### src/rtl/led_pwm_bank.sv
// led_pwm_bank: a bank of independent LED drivers sharing one free-running
// counter. Each channel can be off, on, blinking at a selectable rate, or
// "breathing" (PWM duty ramping up and down). led_o is registered.
//
// Config handshake: we_i is a single-cycle strobe with no ready/backpressure;
// the write lands on the rising edge where we_i=1 and ch_i addresses an
// existing channel. Writes to non-existent channels are dropped silently.
module led_pwm_bank #(
  parameter int CHANNELS   = 4,
  parameter int BITS       = 26,
  parameter int PWM_BITS   = 8,
  parameter int RESET_MODE = 2
) (
  input  logic                                          clk_i,
  input  logic                                          rstn_i,
  input  logic                                          we_i,
  input  logic [((CHANNELS > 1) ? $clog2(CHANNELS) : 1)-1:0] ch_i,
  input  logic [1:0]                                    mode_i,
  input  logic [4:0]                                    rate_i,
  output logic [CHANNELS-1:0]                           led_o
);

  localparam int CH_W     = (CHANNELS > 1) ? $clog2(CHANNELS) : 1;
  localparam int TW       = $clog2(BITS);
  // Smallest tap that still leaves room for a full PWM period per step.
  localparam int MIN_TAP  = 2 * PWM_BITS - 1;
  // Largest rate that maps to a tap at or above MIN_TAP.
  localparam int MAX_RATE = BITS - 2 * PWM_BITS;

  localparam logic [1:0] MODE_OFF     = 2'd0;
  localparam logic [1:0] MODE_ON      = 2'd1;
  localparam logic [1:0] MODE_BLINK   = 2'd2;
  localparam logic [1:0] MODE_BREATHE = 2'd3;
  localparam logic [1:0] RST_MODE     = 2'(RESET_MODE);

  localparam logic [PWM_BITS-1:0] DUTY_MAX  = '1;
  localparam logic [PWM_BITS-1:0] DUTY_ZERO = '0;

  logic [BITS-1:0]     cnt_q, cnt_d;
  logic [1:0]          mode_q [CHANNELS];
  logic [1:0]          mode_d [CHANNELS];
  logic [4:0]          rate_q [CHANNELS];
  logic [4:0]          rate_d [CHANNELS];
  logic [PWM_BITS-1:0] duty_q [CHANNELS];
  logic [PWM_BITS-1:0] duty_d [CHANNELS];
  logic [CHANNELS-1:0] dir_q, dir_d;
  logic [CHANNELS-1:0] led_q, led_d;

  logic [TW-1:0]       tap_c  [CHANNELS];
  logic [BITS-1:0]     mask_c [CHANNELS];
  logic [CHANNELS-1:0] step_c;

  // Map a rate to a counter tap, clamping before subtraction so a large rate
  // never underflows into a bogus high tap.
  function automatic logic [TW-1:0] tap_of(input logic [4:0] r);
    int ri;
    ri = {27'd0, r};
    if (ri > MAX_RATE) return TW'(MIN_TAP);
    else               return TW'(BITS - 1 - ri);
  endfunction

  // Next-state for the shared counter and every channel's config, duty and LED.
  always_comb begin
    cnt_d = cnt_q + BITS'(1);
    dir_d = dir_q;
    led_d = '0;
    for (int k = 0; k < CHANNELS; k++) begin
      mode_d[k] = mode_q[k];
      rate_d[k] = rate_q[k];
      duty_d[k] = duty_q[k];
      tap_c[k]  = tap_of(rate_q[k]);
      // Step fires when the low (tap-PWM_BITS+1) counter bits are all ones,
      // which is always the last cycle of a PWM period.
      mask_c[k] = (BITS'(1) << (tap_c[k] - PWM_BITS + 1)) - BITS'(1);
      step_c[k] = ((cnt_q & mask_c[k]) == mask_c[k]);

      case (mode_q[k])
        MODE_OFF:   led_d[k] = 1'b0;
        MODE_ON:    led_d[k] = 1'b1;
        MODE_BLINK: led_d[k] = cnt_q[tap_c[k]];
        default:    led_d[k] = (cnt_q[PWM_BITS-1:0] < duty_q[k]);
      endcase

      // Breathe ramp: turn around at the ends, never wrap.
      if (mode_q[k] == MODE_BREATHE && step_c[k]) begin
        if (!dir_q[k]) begin
          if (duty_q[k] != DUTY_MAX) duty_d[k] = duty_q[k] + 1'b1;
          if (duty_d[k] == DUTY_MAX) dir_d[k] = 1'b1;
        end else begin
          if (duty_q[k] != DUTY_ZERO) duty_d[k] = duty_q[k] - 1'b1;
          if (duty_d[k] == DUTY_ZERO) dir_d[k] = 1'b0;
        end
      end

      // A config write restarts the ramp and overrides any same-cycle step.
      if (we_i && ({{(32-CH_W){1'b0}}, ch_i} == k)) begin
        mode_d[k] = mode_i;
        rate_d[k] = rate_i;
        duty_d[k] = DUTY_ZERO;
        dir_d[k]  = 1'b0;
      end
    end
  end

  // State registers; synchronous active-low reset overrides any write.
  always_ff @(posedge clk_i) begin
    if (!rstn_i) begin
      cnt_q <= '0;
      dir_q <= '0;
      led_q <= '0;
      for (int k = 0; k < CHANNELS; k++) begin
        mode_q[k] <= RST_MODE;
        rate_q[k] <= 5'd0;
        duty_q[k] <= DUTY_ZERO;
      end
    end else begin
      cnt_q <= cnt_d;
      dir_q <= dir_d;
      led_q <= led_d;
      for (int k = 0; k < CHANNELS; k++) begin
        mode_q[k] <= mode_d[k];
        rate_q[k] <= rate_d[k];
        duty_q[k] <= duty_d[k];
      end
    end
  end

  assign led_o = led_q;

endmodule

### config.mk
export PLATFORM = sky130hd
export DESIGN_NAME = led_pwm_bank
export DESIGN_NICKNAME = d
export VERILOG_FILES = /design/src/rtl/led_pwm_bank.sv
export SDC_FILE = /design/constraint.sdc
export NUM_CORES = 1
export LEC_CHECK = 0
export CORE_AREA = 2 2 166 151
export DETAILED_ROUTE_END_ITERATION = 12
export DIE_AREA = 0 0 168 153
export PLACE_DENSITY = 0.65
export SKIP_LAST_GASP = 1
export SLEW_MARGIN = 20
export SYNTH_ARGS = -nofsm -noshare
export SYNTH_HDL_FRONTEND = slang
export SYNTH_SLANG_ARGS = --single-unit
### constraint.sdc
create_clock -name clk_i -period 6.7 [get_ports clk_i]
set_input_delay 1.005 -clock clk_i [delete_from_list [all_inputs] [get_ports clk_i]]
set_output_delay 1.005 -clock clk_i [all_outputs]
set_load 0.02 [all_outputs]
-- Word-level counts from Yosys, hierarchy flattened
Memories as Yosys holds them, arrays and structs flattened.
Index checks and enable logic that the tools add are counted.
- output and inout bits: 4
- word-level logic and storage cells: 205
- bits in writable memories: 60
- register bits: 34
- memories: 3
- input port bits: 12
- bitwise logic cells: 17
- mux-type cells: 86
- shift operators: 4
- reduce and logical (&&, ||, !) cells: 25
- equal/unequal tests: 27
- add/sub/neg operators: 25
- order comparisons: 12
- memories (name ; words ; width ; read ports ; clocked after memory_dff ; wr ports ; RTL line ; text):
    duty_q ; 4 ; 8 ; 4 ; 0 ; 4 ; 44 ; logic [PWM_BITS-1:0] duty_q [CHANNELS];
    rate_q ; 4 ; 5 ; 4 ; 0 ; 4 ; 42 ; logic [4:0] rate_q [CHANNELS];
    mode_q ; 4 ; 2 ; 4 ; 0 ; 4 ; 40 ; logic [1:0] mode_q [CHANNELS];
- operators by type and width (kind ; number):
    8-bit 2-to-1 mux ; 40
    1-bit by 32-bit left shift with 26-bit output (first input constant) ; 4
    26-bit bitwise AND ; 4
    26-bit equality test ; 4
    26-bit by 2-bit subtractor with 26-bit output (second input constant) ; 4
    5-bit 2-to-1 mux ; 12
    8-bit by 1-bit adder with 8-bit output (second input constant) ; 4
    8-bit equality test (second input constant) ; 4
    8-bit logical NOT ; 4
    8-bit < comparator ; 4
    8-bit inequality test (second input constant) ; 4
    8-bit nonzero test ; 4
    8-bit by 1-bit subtractor with 8-bit output (second input constant) ; 4
    6-bit by 2-bit adder with 7-bit output (second input constant) ; 4
    26-bit by 1-bit adder with 26-bit output (second input constant) ; 1
    5-bit by 6-bit < comparator with 1-bit output (second input constant) ; 4
    5-bit by 4-bit subtractor with 6-bit output (second input constant) ; 4
    1-bit binary-select mux with 5-bit select ; 4
    2-bit equality test (second input constant) ; 10
    5-bit by 4-bit > comparator with 1-bit output (second input constant) ; 4
    5-bit subtractor (first input constant) ; 4
    1-bit 2-to-1 mux ; 18
    2-bit 2-to-1 mux ; 8
    1-bit bitwise OR ; 12
    6 further kinds ; 27

-- Logic depth before layout (Yosys ltp)
- word-level depth: 14
- gate-level depth with buffers: 26
- gate-level depth less buffers: 20

-- Least setup slack after synthesis
No wires, ideal clock.
- path kind: reg2reg
- from: memory rate_q[0][1]
- to: memory duty_q[0][0]
- path slack: 0.860 ns
- setup time: 0.070 ns
- stages on the path, launching flop included: 23
- required time: 6.630 ns
- path buffers: 2
- clock period less this slack: 5.840 ns
- arrival: 5.770 ns
- cell sequence: dfxtp_1 -> inv_1 -> ha_1 -> nor2b_1 -> a211oi_1 -> clkbuf_1 -> inv_1 -> ha_1 -> buf_1 -> nand3_1 -> xor2_1 -> nor3_1 -> nor2_1 -> nand4_1 -> ha_1 -> inv_1 -> nor2_1 -> a32oi_1 -> or3b_1 -> a221o_1 -> or4_1 -> or4_1 -> a21oi_1
- RTL lines (item ; RTL line):
    start, declared ; 42
    end, declared ; 44

==> metrics <==
status=complete, no violations; Worst VDD drop=between 0.1 and 0.15 mV; CP max-delay cell=a32oi_1; CP Launch Type=register; grt total ovfl=0; most frequent cell after synthesis=nand2_1; crit-path max cell delay=about 0.53 ns; PwrDens=144 nW/um^2; Max FO, Critical Path=11; maxcap violations=0; CP Data Arrival Time=6.29 ns; IO buf count=15; largest net degree at the start of global routing=39; cts hold-fix bufs=0; Peak Freq=between 150 and 200 MHz; clock root cell=clkbuf_16; Post-CTS Setup Inserts=0; synth top area cells=dfxtp_1 16%, ha_1 6.5%, nand2_1 5.4%; Synth Area in Compound Gates=between 20% and 30%; RSZ-0062 raised after global routing=false; CP Cell Sequence=inv_1 > ha_1 > nand2b_1 > and2_1 > inv_1 > ha_1 > nand3_1 > xnor2_1 > nand2_1 > nor2_1 > nand4_1 > ha_1 > inv_1 > nor2_1 > a32oi_1 > a31oi_1 > a2111oi_1 > o2111ai_1 > buf_4 > o311ai_0 > o21ai_0; ANT nets after route=0; multi-input combinational cell area=roughly 9000 um^2; initial antenna violation count=0; Pre-antenna DRT Iters=8; Clock Skews=between 0.008 and 0.009 ns; Crit path required time=a little under 7 ns; top-level I/O count=16; CTS clk-pin slew, worst paths=around 0.07 ns; TritonCTS clock tree=done; final std cells w/o fill=approximately 1.9k; number of synthesized flops with an enable pin=0; Mapped Nets=roughly 1.7k; first-pass GRT wire length=64100 um; clock sink count=94; clock buffer depth=2; Inserted Clock Buffers=9; worst hold-check path type=reg2reg; flops & latches, synth=94; setup violators final=0; post-CTS sizing=0; post-synthesis sequential area ratio=approximately 16%; Layout fillers=2359; Sequential Area=around 1900 um^2; diode count=0; critical path's top delay family=compound AO/OA/AOI/OAI gates; XOR/XNOR share of the synthesized area=under 10%; ys flop type=dfxtp_1; Synth Instances=around 1.7k; vias in the first global route=~12k; Slew HR=between 30% and 40%; final worst path period share=between 90% and 100%; Synth Area in Simple Gates=between 20% and 30%; area grow syn2layout=4.94%; DRT iter0 DRCs=about 1.8k; Initial Utilization=~49%; mapped cell area=between 10000 and 15000 um^2; layout cell share with drive strength beyond 1=5.34%; Core Area=24000 um^2; largest family of logic cells by synthesized area=simple AND/OR/NAND/NOR gates; synth cell count leaders=171 x nand2_1, 129 x nor2_1, 96 x clkbuf_1; Worst Max-Slew Pin Slew=about 1.0 ns; setup TNS=0 ns; Hold Fails Final Rpt=0; post-synthesis mux area share=between 7 and 8%; post-synth cell types=89; DIE AREA=25700 um^2; H-tree levels=3; Synth warnings=0; Post-Synth Adder-Cell Area=6.63%; Tot GR Track Use=between 30% and 40%; DP HPWL=29100 um; Pleak=between 4 and 5 nW; CP endpoint kind=register; Syn Area/Cell=a little over 7 um^2; via count=around 13k; post-synth top area cell=dfxtp_1; Buf+Inv Stages, Crit Path=4; drt drc=0; clk_lat worst skew=0.36 ns; vias per cell=between 6 and 7; Slew Viols, Final=0; Die Height=153 um; WL per Instance=21.1 um; asr flop ratio synth=0%; Final #Nets=1677; Synth top area share=between 15 and 20%; Die Wd=~170 um; Tot Pwr=1.78 mW; CP Class=reg2reg; Tmin final=6.07 ns; row count=54; routed wire length=40400 um; DP Cell Count=1901; Routability Congestion=1.02
[state kept, by name, summed over array words and instances, names as in the netlist]
register / cells
led_o: 4
rate_q: 20
cnt_q: 26
duty_q: 32
mode_q: 8
dir_q: 4
[logic make-up after synthesis]
kind of cell	count (synthesis)
AND/OR/NAND/NOR	696
AO/OA/AOI/OAI	479
buffers and inverters	196
flip-flops	94
XOR/XNOR	76
multiplexers	64
adder cells (fa/ha/maj)	63
[cell usage in the layout (no fill, tap or decap), drive strengths merged, types with 30 or more instances in the layout]
master / instances
nand2: 171
nor2: 129
dfxtp: 94
a21oi: 85
inv: 80
nand3: 78
o21ai: 78
nor3: 71
xnor2: 65
ha: 61
mux2i: 40
nand4: 39
a21o: 36
and2: 36
nor2b: 30
a31oi: 30
[power by group]
group	internal (mW)	switching (mW)	total [mW]
combinational	0.227	0.385	0.612
clock	0.339	0.248	0.587
sequential	0.567	0.0151	0.582
[layer usage]
metal  up-vias  GRT usage (%)  part of all wire (%)  wire length [um]
met1      6041           44.1                    45             18100
li1       6109              -                     -                 -
met2       644           46.7                    42             17000
met5         -              0                     0                 0
met4         0           11.8                   3.9              1590
met3       129           5.10                   9.2              3740
[worst register-to-register path: stages, from the launching register on]
cell and delay, ns:
dfxtp_1 0.47, inv_1 0.10, ha_1 0.28, nand2b_1 0.20, and2_1 0.30, inv_1 0.27, ha_1 0.37, nand3_1 0.21
xnor2_1 0.39, nand2_1 0.31, nor2_1 0.21, nand4_1 0.10, ha_1 0.22, inv_1 0.14, nor2_1 0.07, a32oi_1 0.53
a31oi_1 0.16, a2111oi_1 0.51, o2111ai_1 0.37, buf_4 0.28, o311ai_0 0.29, o21ai_0 0.14
[cell type report]
class	count	area share [%]
tap	308	3.11
timing repair buffer	38	2.56
clock buffer	11	1.96
multi-input combinational	1378	74.0
sequential	94	15.2
inverter	83	2.51
clock inverter	5	0.666
[per-stage QoR]
step / setup WS [ns] / utilization (%) / hold slack [ns] / instance area, um^2
after global placement: 0.939 / 50.3 / 0.455 / 12100
after global routing: 0.0873 / 51.7 / 0.507 / 12400
after detailed placement: 0.640 / 50.3 / 0.460 / 12100
after CTS: 0.638 / 51.7 / 0.471 / 12400
final: 0.635 / 51.7 / 0.465 / 12400
after floorplan: 0.860 / - / 0.443 / 11800
[worst paths after layout]
check             slack, ns      endpoint  cells past startpoint         start
hold / removal         0.46  rate_q[3][2]                      2  rate_q[3][2]
hold reg to reg        0.46  rate_q[3][2]                      2  rate_q[3][2]
setup / recovery       0.63      dir_q[0]                     21  rate_q[0][1]
setup reg to reg       0.63      dir_q[0]                     21  rate_q[0][1]
Note: power is estimated with default switching activity, not from simulation.
